`src/rtl/instruction_encoder_writer.sv`:
```
// Instruction encoder/writer: packs decoded field tuples into 16-bit machine
// words, range-checks them and writes them sequentially into instruction
// memory starting at a programmable base address.
module instruction_encoder_writer #(
    parameter int ADDR_W = 10
) (
    input  logic              clk,
    input  logic              reset,
    input  logic              start,
    input  logic [ADDR_W-1:0] base_addr,
    input  logic              in_valid,
    output logic              in_ready,
    input  logic [7:0]        in_op,
    input  logic [3:0]        in_rdest,
    input  logic [3:0]        in_rsrc,
    input  logic [15:0]       in_imm,
    input  logic              in_r_or_i,
    input  logic              in_last,
    output logic              mem_we,
    output logic [ADDR_W-1:0] mem_addr,
    output logic [15:0]       mem_data,
    output logic              busy,
    output logic              done,
    output logic              error,
    output logic [1:0]        err_code,
    output logic [ADDR_W:0]   count
);

    typedef enum logic [2:0] {
        IDLE,
        RUN,
        WRITE,
        DONE,
        ERROR
    } state_t;

    localparam logic [1:0] ERR_NONE  = 2'b00;
    localparam logic [1:0] ERR_RANGE = 2'b01;
    localparam logic [1:0] ERR_FMT   = 2'b10;
    localparam logic [1:0] ERR_OVF   = 2'b11;

    state_t      state;
    logic        last_q;
    logic [3:0]  major;
    logic [3:0]  minor;
    logic [15:0] word;
    logic [1:0]  chk_code;
    logic        imm_ok;

    // Encode the presented tuple and classify it; format error outranks range error
    always_comb begin
        major    = in_op[7:4];
        minor    = in_op[3:0];
        word     = '0;
        chk_code = ERR_NONE;
        imm_ok   = (&in_imm[15:7]) | ~(|in_imm[15:7]);
        if (!in_r_or_i) begin
            word = {major, in_rdest, minor, in_rsrc};
        end else if (major == 4'hC) begin
            word = {4'hC, minor, in_imm[7:0]};
        end else begin
            word = {major, in_rdest, in_imm[7:0]};
        end
        if (in_r_or_i && major == 4'h0) begin
            chk_code = ERR_FMT;
        end else if (in_r_or_i && !imm_ok) begin
            chk_code = ERR_RANGE;
        end
    end

    // Session FSM with all outputs registered alongside the state
    always_ff @(posedge clk) begin
        if (reset) begin
            state    <= IDLE;
            in_ready <= 1'b0;
            mem_we   <= 1'b0;
            mem_addr <= '0;
            mem_data <= '0;
            busy     <= 1'b0;
            done     <= 1'b0;
            error    <= 1'b0;
            err_code <= ERR_NONE;
            count    <= '0;
            last_q   <= 1'b0;
        end else begin
            case (state)
                IDLE, ERROR: begin
                    done <= 1'b0;
                    if (start) begin
                        state    <= RUN;
                        mem_addr <= base_addr;
                        count    <= '0;
                        error    <= 1'b0;
                        err_code <= ERR_NONE;
                        in_ready <= 1'b1;
                        busy     <= 1'b1;
                    end
                end
                RUN: begin
                    if (in_valid && in_ready) begin
                        in_ready <= 1'b0;
                        if (chk_code != ERR_NONE) begin
                            state    <= ERROR;
                            error    <= 1'b1;
                            err_code <= chk_code;
                            busy     <= 1'b0;
                        end else begin
                            state    <= WRITE;
                            mem_data <= word;
                            mem_we   <= 1'b1;
                            last_q   <= in_last;
                        end
                    end
                end
                WRITE: begin
                    mem_we <= 1'b0;
                    count  <= count + (ADDR_W + 1)'(1);
                    if (last_q) begin
                        state <= DONE;
                        done  <= 1'b1;
                        busy  <= 1'b0;
                    end else if (mem_addr == '1) begin
                        // Never wrap to address 0: a further tuple would need it
                        state    <= ERROR;
                        error    <= 1'b1;
                        err_code <= ERR_OVF;
                        busy     <= 1'b0;
                    end else begin
                        state    <= RUN;
                        mem_addr <= mem_addr + ADDR_W'(1);
                        in_ready <= 1'b1;
                    end
                end
                DONE: begin
                    done  <= 1'b0;
                    state <= IDLE;
                end
                default: begin
                    state    <= IDLE;
                    in_ready <= 1'b0;
                    mem_we   <= 1'b0;
                    busy     <= 1'b0;
                    done     <= 1'b0;
                end
            endcase
        end
    end

endmodule

```
`config.mk`:
```
export PLATFORM = sky130hd
export DESIGN_NAME = instruction_encoder_writer
export DESIGN_NICKNAME = d
export VERILOG_FILES = /design/src/rtl/instruction_encoder_writer.sv
export SDC_FILE = /design/constraint.sdc
export NUM_CORES = 1
export LEC_CHECK = 0
export CELL_PAD_IN_SITES_DETAIL_PLACEMENT = 2
export CELL_PAD_IN_SITES_GLOBAL_PLACEMENT = 2
export CORE_MARGIN = 2
export CORE_UTILIZATION = 23
export CTS_CLUSTER_SIZE = 8
export DETAILED_ROUTE_END_ITERATION = 10
export GPL_ROUTABILITY_DRIVEN = 0
export PLACE_DENSITY_LB_ADDON = 0.1
export SETUP_SLACK_MARGIN = 0.05
export SLEW_MARGIN = 30
export SYNTH_ARGS = -nofsm -noshare
export SYNTH_HDL_FRONTEND = slang
export SYNTH_SLANG_ARGS = --single-unit
export TNS_END_PERCENT = 20
```
`constraint.sdc`:
```
create_clock -name clk -period 1.8 [get_ports clk]
set_clock_uncertainty 0.1 [all_clocks]
set_input_delay 0.18 -clock clk [delete_from_list [all_inputs] [get_ports clk]]
set_output_delay 0.18 -clock clk [all_outputs]
set_load 0.03 [all_outputs]
```
==> results.md, run 1 <==
* Outcome: finished, violations left
* Violated checks: negative setup slack
* Mapped Area at approximately 2600 µm²
* Worst Reg-to-Reg Cells at 5
* Slowest stage cell, crit path: or3b_4
* Fmax at approximately 0.54 GHz
* Worst Hold End: mem_data[13]$_SDFFE_PP0P_
* GRT Util Overall at between 10% and 20%
* Initial antenna violation count at 0
* Largest net degree at the start of global routing at 30
* Clock Tree Buf Depth at 2
* RSZ-0062 raised after global routing: true
* Clock H-tree levels at 2
* Total Wirelength at 10,100 µm
* Post-synth top flop: dfxtp_1
* Max-cap viol count at 0
* Post-DP HPWL at between 7000 and 8000 µm
* Critical R2R Launch: state[2]$_SDFFE_PP0P_
* Cells after Synth at just over 300
* Final setup violating endpoints at 13
* TritonRoute pass-1 iters at 4
* WL per Instance at between 15 and 20 µm
* CP required at a little under 2000 ps
* Worst Path Buf+Inv at 1
* Worst flop-to-flop path endpoint: mem_addr[6]$_SDFFE_PP0P_
* CTS buffer count at 5
* Setup ws final at -36.0 ps
* Arrival time at the worst endpoint at 1970 ps
* Slew headroom at 62.7%
* Yosys cell types at 45
* Placed Area at between 3000 and 4000 µm²
* Chip height at ~110 µm
* Type of the worst setup path: reg2reg
* Syn Area/Cell at between 8 and 9 µm²
* CP max FO at 7
* Top cell family by delay on the critical path: simple AND/OR/NAND/NOR gates
* LEAKAGE at between 0.0015 and 0.002 µW
* Worst Hold Class: in2reg
* Initial Utilization at a little under a quarter
* Max-slew violations at 0
* Rows at 38
* Fin crit share at 102%
* Ys Warns at 0
* Ant. Diodes at 0
* Sequential element share of the synthesized area at 37.4%
* R2r setup slk at -40 ps
* Worst-margin pin slew at ~560 ps
* Synth top area cells: dfxtp_1 37%, nor2_1 6.7%, mux2i_1 6.6%
* Gr ovfl total at 0
* DR vias/cell at around 4.9
* CTS clk-pin slew, worst paths at ~90 ps
* DRT antenna net count at 0
* Die W at around 110 µm
* Clock Latency Late Sink at about 300 ps
* Final hold vios at 0
* Area leader, netlist: dfxtp_1
* Peak supply drop at around 0.32 mV
* Layout Nets at about 500
* Finished Cell Area at around 4400 µm²
* Number of cells on the critical path at 5
* DRC Markers at 0
* Clock Sinks at between 40 and 50
* First-pass GRT wire length at between 15,000 and 20,000 µm
* Vias in the first global route at 3,182
* HP Start: in_op[5]
* DR vias at 2,903
* Final core occ at about two fifths
* Min-Delay Path Depth at 3
* Worst Setup End Kind: register
* Initial drt markers at 36
* Syn_nets at around 360
* Ports at 92
* CTS tree: done
* Layout cells sized above 1 at 27.9%
* Area share of the largest cell type after synthesis at approximately 37%
* Post-synth EDFFs at 0
* Synthesized flop and latch total at between 40 and 50
* Root buf cell: clkbuf_8
* Area grow syn2layout at 69.8%
* Die area at 12,000 µm²
* Worst hold slack at between 200 and 250 ps
* Setup crit start kind: register
* Core Box Area at 10,800 µm²
* Pwr dens at 562 nW/µm²
* CP max stage delay at 430 ps
* Crit-path cells: or3b_4 > o31a_1 > buf_12 > or2_1 > a21oi_2
* # port buffers at 91
* Min Tclk post-route at about 1800 ps
* Synth async-reset ratio at 0%
* Cts hold-fix bufs at 0
-- kinds of logic (layout without fill, tap and decap cells) --
group | Yosys count | after routing | share of synthesized area (%)
simple gates | 131 | 131 | 24.6
compound gates | 88 | 88 | 25.5
fa+ha+maj | 2 | 2 | 0.975
mux | 17 | 17 | 6.63
flops | 48 | 48 | 37.4
buf+inv | 22 | 162 | 4.88
-- sequential cells by signal (all words and copies together) (netlist names) --
signal,count
busy,1
count,11
done,1
err_code,2
error,1
in_ready,1
last_q,1
mem_addr,10
mem_data,16
mem_we,1
state,3
-- worst max-delay path by stage --
stage / from / to / slack (ps)
final: state[2]$_SDFFE_PP0P_ / mem_addr[6]$_SDFFE_PP0P_ / -40
after global routing: mem_addr[0]$_SDFFE_PP0P_ / mem_addr[4]$_SDFFE_PP0P_ / -130
after CTS: state[0]$_SDFFE_PP0P_ / mem_addr[0]$_SDFFE_PP0P_ / -80
after detailed placement: in_r_or_i / err_code[1]$_SDFFE_PP0P_ / -370
after global placement: in_r_or_i / mem_data[15]$_SDFFE_PP0P_ / -320
after floorplan: mem_addr[1]$_SDFFE_PP0P_ / mem_addr[7]$_SDFFE_PP0P_ / -8
-- layout by cell type, fill, tap and decap left out, types with 5 or more instances in the layout --
cell	instances
mux2i_1	17
dlymetal6s2s_1	12
a21oi_1	19
a21oi_2	5
clkbuf_8	5
a21o_1	5
clkdlybuf4s50_1	68
dfxtp_1	37
buf_4	51
nor4_2	5
nand2_1	27
nand2b_1	5
nand3_1	12
dfxtp_2	9
o21ai_0	8
nor3_1	9
dlygate4sd2_1	10
a311oi_1	5
a211oi_2	11
nor2_1	43
-- power by group --
group / internal (µW) / switching [µW] / total, µW
combinational: 340 / 327 / 667
clock: 266 / 378 / 643
sequential: 1100 / 33.8 / 1140
total: 1710 / 739 / 2450
-- layout make-up --
| class | count | area [µm²] |
|---|---|---|
| timing repair buffer | 152 | 1480 |
| tap | 140 | 175 |
| clock buffer | 5 | 68.8 |
| fill | 1230 | 6480 |
| inverter | 3 | 11.3 |
| sequential | 48 | 980 |
| clock inverter | 2 | 11.3 |
| multi-input combinational | 238 | 1640 |
-- worst reg2reg max path: stages (launching register included) --
cell and delay (ps):
dfxtp_2 360, or3b_4 430, o31a_1 350, buf_12 180, or2_1 220, a21oi_2 130
-- cell usage after synthesis, types with 5 or more instances --
cell / n
a211oi_2: 11
a21o_1: 5
a21oi_1: 24
a311oi_1: 5
buf_6: 5
clkbuf_1: 9
dfxtp_1: 48
mux2i_1: 17
nand2_1: 27
nand2b_1: 5
nand3_1: 13
nor2_1: 46
nor3_1: 10
nor4_1: 5
o21ai_0: 13
-- metrics by stage --
step                cells  setup WS [ps]  total power, µW  setup TNS (ps)
floorplan             308          -8.13             1440           -17.1
global placement      568           -318             1760           -7160
detailed placement    568           -366             1780           -8170
CTS                   578          -80.1             2450            -144
global route          588           -134             2580           -1960
finish                588          -36.0             2450            -181
-- routing by layer --
layer | global-route usage, % | share of wire, % | vias to the layer above
met1 | 19.7 | 43 | 1445
li1 | - | - | 1395
met3 | 2.90 | 4.3 | 4
met2 | 30.9 | 52 | 59
met5 | 0 | 0 | -
met4 | 2.44 | 0.43 | 0
-- what timing repair did --
| item | 4_1_cts | 5_1_grt |
|---|---|---|
| setup buffers | 3 | 8 |
| pin swaps | 22 | 21 |
| cloned | 0 | 2 |
| gates resized for setup | 21 | 44 |
| hold endpoints to repair | 0 | 0 |
| setup endpoints to repair | 43 | 51 |
Note: power is estimated with default switching activity, not from simulation.
==> inputs of run 2 (changes only) <==
--- a/config.mk
+++ b/config.mk
@@ -14,6 +14,7 @@
 export GPL_ROUTABILITY_DRIVEN = 0
 export PLACE_DENSITY_LB_ADDON = 0.1
 export SETUP_SLACK_MARGIN = 0.05
+export SKIP_LAST_GASP = 1
 export SLEW_MARGIN = 30
 export SYNTH_ARGS = -nofsm -noshare
 export SYNTH_HDL_FRONTEND = slang
==> run 2 against run 1 <==
  * The flow still finishes with violations (negative setup slack)
  * Sequential share of layout area is 0.16 points higher
  * Clock power is 0.6% lower
  * Worst hold slack worse by 31 ps
  * Critical path type unchanged
  * Critical endpoint unchanged
  * Largest power group unchanged
  * Highest routed layer unchanged
==> results.md, run 2 (same netlist as run 1, synthesis figures left out) <==
* Final hold vios at 0 (unchanged)
* R2r setup slk at -30 ps (about the same)
* Layout cells sized above 1 at 25.8% (-2.1 points)
* Arrival time at the worst endpoint at 1960 ps (about the same)
* CP required at 1930 ps (about the same)
* Die W at 110 µm (unchanged)
* GRT Util Overall at 16.3% (-0.12 points)
* Die area at 12,000 µm² (unchanged)
* Root buf cell: clkbuf_8
* CTS tree: done
* CTS clk-pin slew, worst paths at 100 ps (about the same)
* DRC Markers at 0 (unchanged)
* Min-Delay Path Depth at 4 (+1)
* Worst Hold End: mem_data[12]$_SDFFE_PP0P_
* Most common cell after layout, fill and taps aside: clkdlybuf4s50_1
* Commonest non-fill, non-tap cells in the layout: 78 x clkdlybuf4s50_1, 54 x buf_4, 46 x nor2_1
* Largest reg by FF count: mem_data
* DR vias at 2,895 (-0.28%)
* Chip height at 110 µm (unchanged)
* Fillers at 1,220 (-0.81%)
* Worst Setup End Kind: register
* Slew headroom at 63.7% (+1.0 points)
* Final setup violating endpoints at 5 (-8)
* Type of the worst setup path: reg2reg
* Setup ws final at -33.4 ps (+2.53 ps)
* Area grow syn2layout at 68.6%
* RSZ-0062 raised after global routing: true
* # port buffers at 91 (unchanged)
* Worst flop-to-flop path endpoint: mem_addr[6]$_SDFFE_PP0P_
* HP Start: in_op[4]
* Count of non-filler cells in the finished layout at 591 (+0.51%)
* Outcome: finished, violations left
* Post-Place Cells at 568 (unchanged)
* Initial Utilization at 23.7% (unchanged)
* Max-slew violations at 0 (unchanged)
* Core Box Area at 10,800 µm² (unchanged)
* Sum of negative setup slack at -92.0 ps (+88.8 ps)
* Top Registers: mem_data: 16 flops, count: 11 flops, mem_addr: 10 flops
* Critical R2R Launch: state[2]$_SDFFE_PP0P_
* Post-DP HPWL at 7260 µm (unchanged)
* Clock H-tree levels at 2 (unchanged)
* Worst Hold Class: in2reg
* Clock Latency Late Sink at 300 ps (about the same)
* Setup crit start kind: register
* Fin crit share at 102% (-0.14 points)
* Total Wirelength at 9940 µm (-1.6%)
* Cts hold-fix bufs at 0 (unchanged)
* Gr ovfl total at 0 (unchanged)
* DRT antenna net count at 0 (unchanged)
* Worst-margin pin slew at 544 ps (-15.4 ps)
* Ports at 92 (unchanged)
* Clock Sinks at 48 (unchanged)
* Initial drt markers at 32 (-11%)
* Max reg flops at 16 (unchanged)
* Min Tclk post-route at 1830 ps (-2.53 ps)
* Rows at 38 (unchanged)
* CTS buffer count at 5 (unchanged)
* Vias in the first global route at 3,157 (-0.79%)
* Clock Tree Buf Depth at 2 (unchanged)
* Largest net degree at the start of global routing at 30 (unchanged)
* Violated checks: negative setup slack
* WL per Instance at 16.8 µm (-2.1%)
* Design Power at 2440 µW (-0.39%)
* Worst Reg-to-Reg Cells at 5 (unchanged)
* Peak supply drop at 0.315 mV (-0.10%)
* Max-cap viol count at 0 (unchanged)
* First-pass GRT wire length at 15,600 µm (-0.83%)
* DR vias/cell at 4.90 (-0.78%)
* Initial antenna violation count at 1 (+1)
* Pwr dens at 564 nW/µm² (+0.33%)
* TritonRoute pass-1 iters at 4 (unchanged)
* CP max FO at 7 (unchanged)
* Layout Nets at 500 (+0.40%)
* LEAKAGE at 0.00164 µW (-6.0%)
* Fmax at 0.545 GHz (+0.14%)
-- run 2: metrics by stage --
stage	util [%]	setup WS, ps	hold slack, ps	area (µm²)
floorplan	-	-8.13	227	2600
global placement	36.6	-318	353	3970
detailed placement	36.6	-366	366	3970
CTS	37.7	-80.1	205	4090
global route	39.9	-154	196	4330
finish	39.9	-33.4	177	4330
-- run 2: area by class of cell --
cell class | count | area [µm²] | share of cell area [%]
Multi-Input combinational cell | 238 | 1590 | 36.7
Timing Repair Buffer | 154 | 1490 | 34.4
Sequential cell | 48 | 980 | 22.6
Tap cell | 140 | 175 | 4.05
Clock buffer | 5 | 68.8 | 1.59
Clock inverter | 2 | 11.3 | 0.260
Inverter | 3 | 11.3 | 0.260
Antenna cell | 1 | 2.50 | 0.0578
-- run 2: power breakdown --
| part | total [µW] | switching [µW] | internal [µW] | leakage [µW] |
|---|---|---|---|---|
| registers | 1140 | 33.4 | 1100 | 0.000395 |
| clock network | 639 | 373 | 265 | 0.0000443 |
| logic | 663 | 321 | 341 | 0.00120 |
| total | 2440 | 728 | 1710 | 0.00164 |
-- run 2: worst max path at each step --
stage                                   from                         to  slack (ps)  depth (start not counted)
finish                 state[2]$_SDFFE_PP0P_   mem_addr[6]$_SDFFE_PP0P_         -30                          5
global route        mem_addr[0]$_SDFFE_PP0P_   mem_addr[6]$_SDFFE_PP0P_        -150                          7
CTS                    state[0]$_SDFFE_PP0P_   mem_addr[0]$_SDFFE_PP0P_         -80                          4
detailed placement                 in_r_or_i   err_code[1]$_SDFFE_PP0P_        -370                          6
global placement                   in_r_or_i  mem_data[15]$_SDFFE_PP0P_        -320                          7
floorplan           mem_addr[1]$_SDFFE_PP0P_   mem_addr[7]$_SDFFE_PP0P_          -8                          7
-- run 2: metal layers --
| layer | wire length, µm | GRT usage [%] | share of wire, % |
|---|---|---|---|
| met1 | 4380 | 19.6 | 44 |
| met4 | 102 | 2.44 | 1.0 |
| met3 | 436 | 2.90 | 4.4 |
| met2 | 5020 | 30.6 | 51 |
| met5 | 0 | 0 | 0 |
-- run 2: timing repair --
| action | 4_1_cts | 5_1_grt |
|---|---|---|
| gates cloned | 0 | 2 |
| setup endpoints to repair | 43 | 55 |
| pin swaps | 14 | 22 |
| setup buffers | 3 | 10 |
| gates resized for setup | 9 | 34 |
-- run 2: critical path, stage by stage (launching register included) --
cell and delay, ps:
dfxtp_2 360, or3b_4 420, o31a_1 350, buf_12 180
or2_1 220, a21oi_2 130
==> inputs of run 3 (changes only) <==
--- a/config.mk
+++ b/config.mk
@@ -15,7 +15,6 @@
 export PLACE_DENSITY_LB_ADDON = 0.1
 export SETUP_SLACK_MARGIN = 0.05
 export SKIP_LAST_GASP = 1
-export SLEW_MARGIN = 30
 export SYNTH_ARGS = -nofsm -noshare
 export SYNTH_HDL_FRONTEND = slang
 export SYNTH_SLANG_ARGS = --single-unit
==> results of run 3 <==
No change in the layout: final DEF, timing and power equal those of run 2.
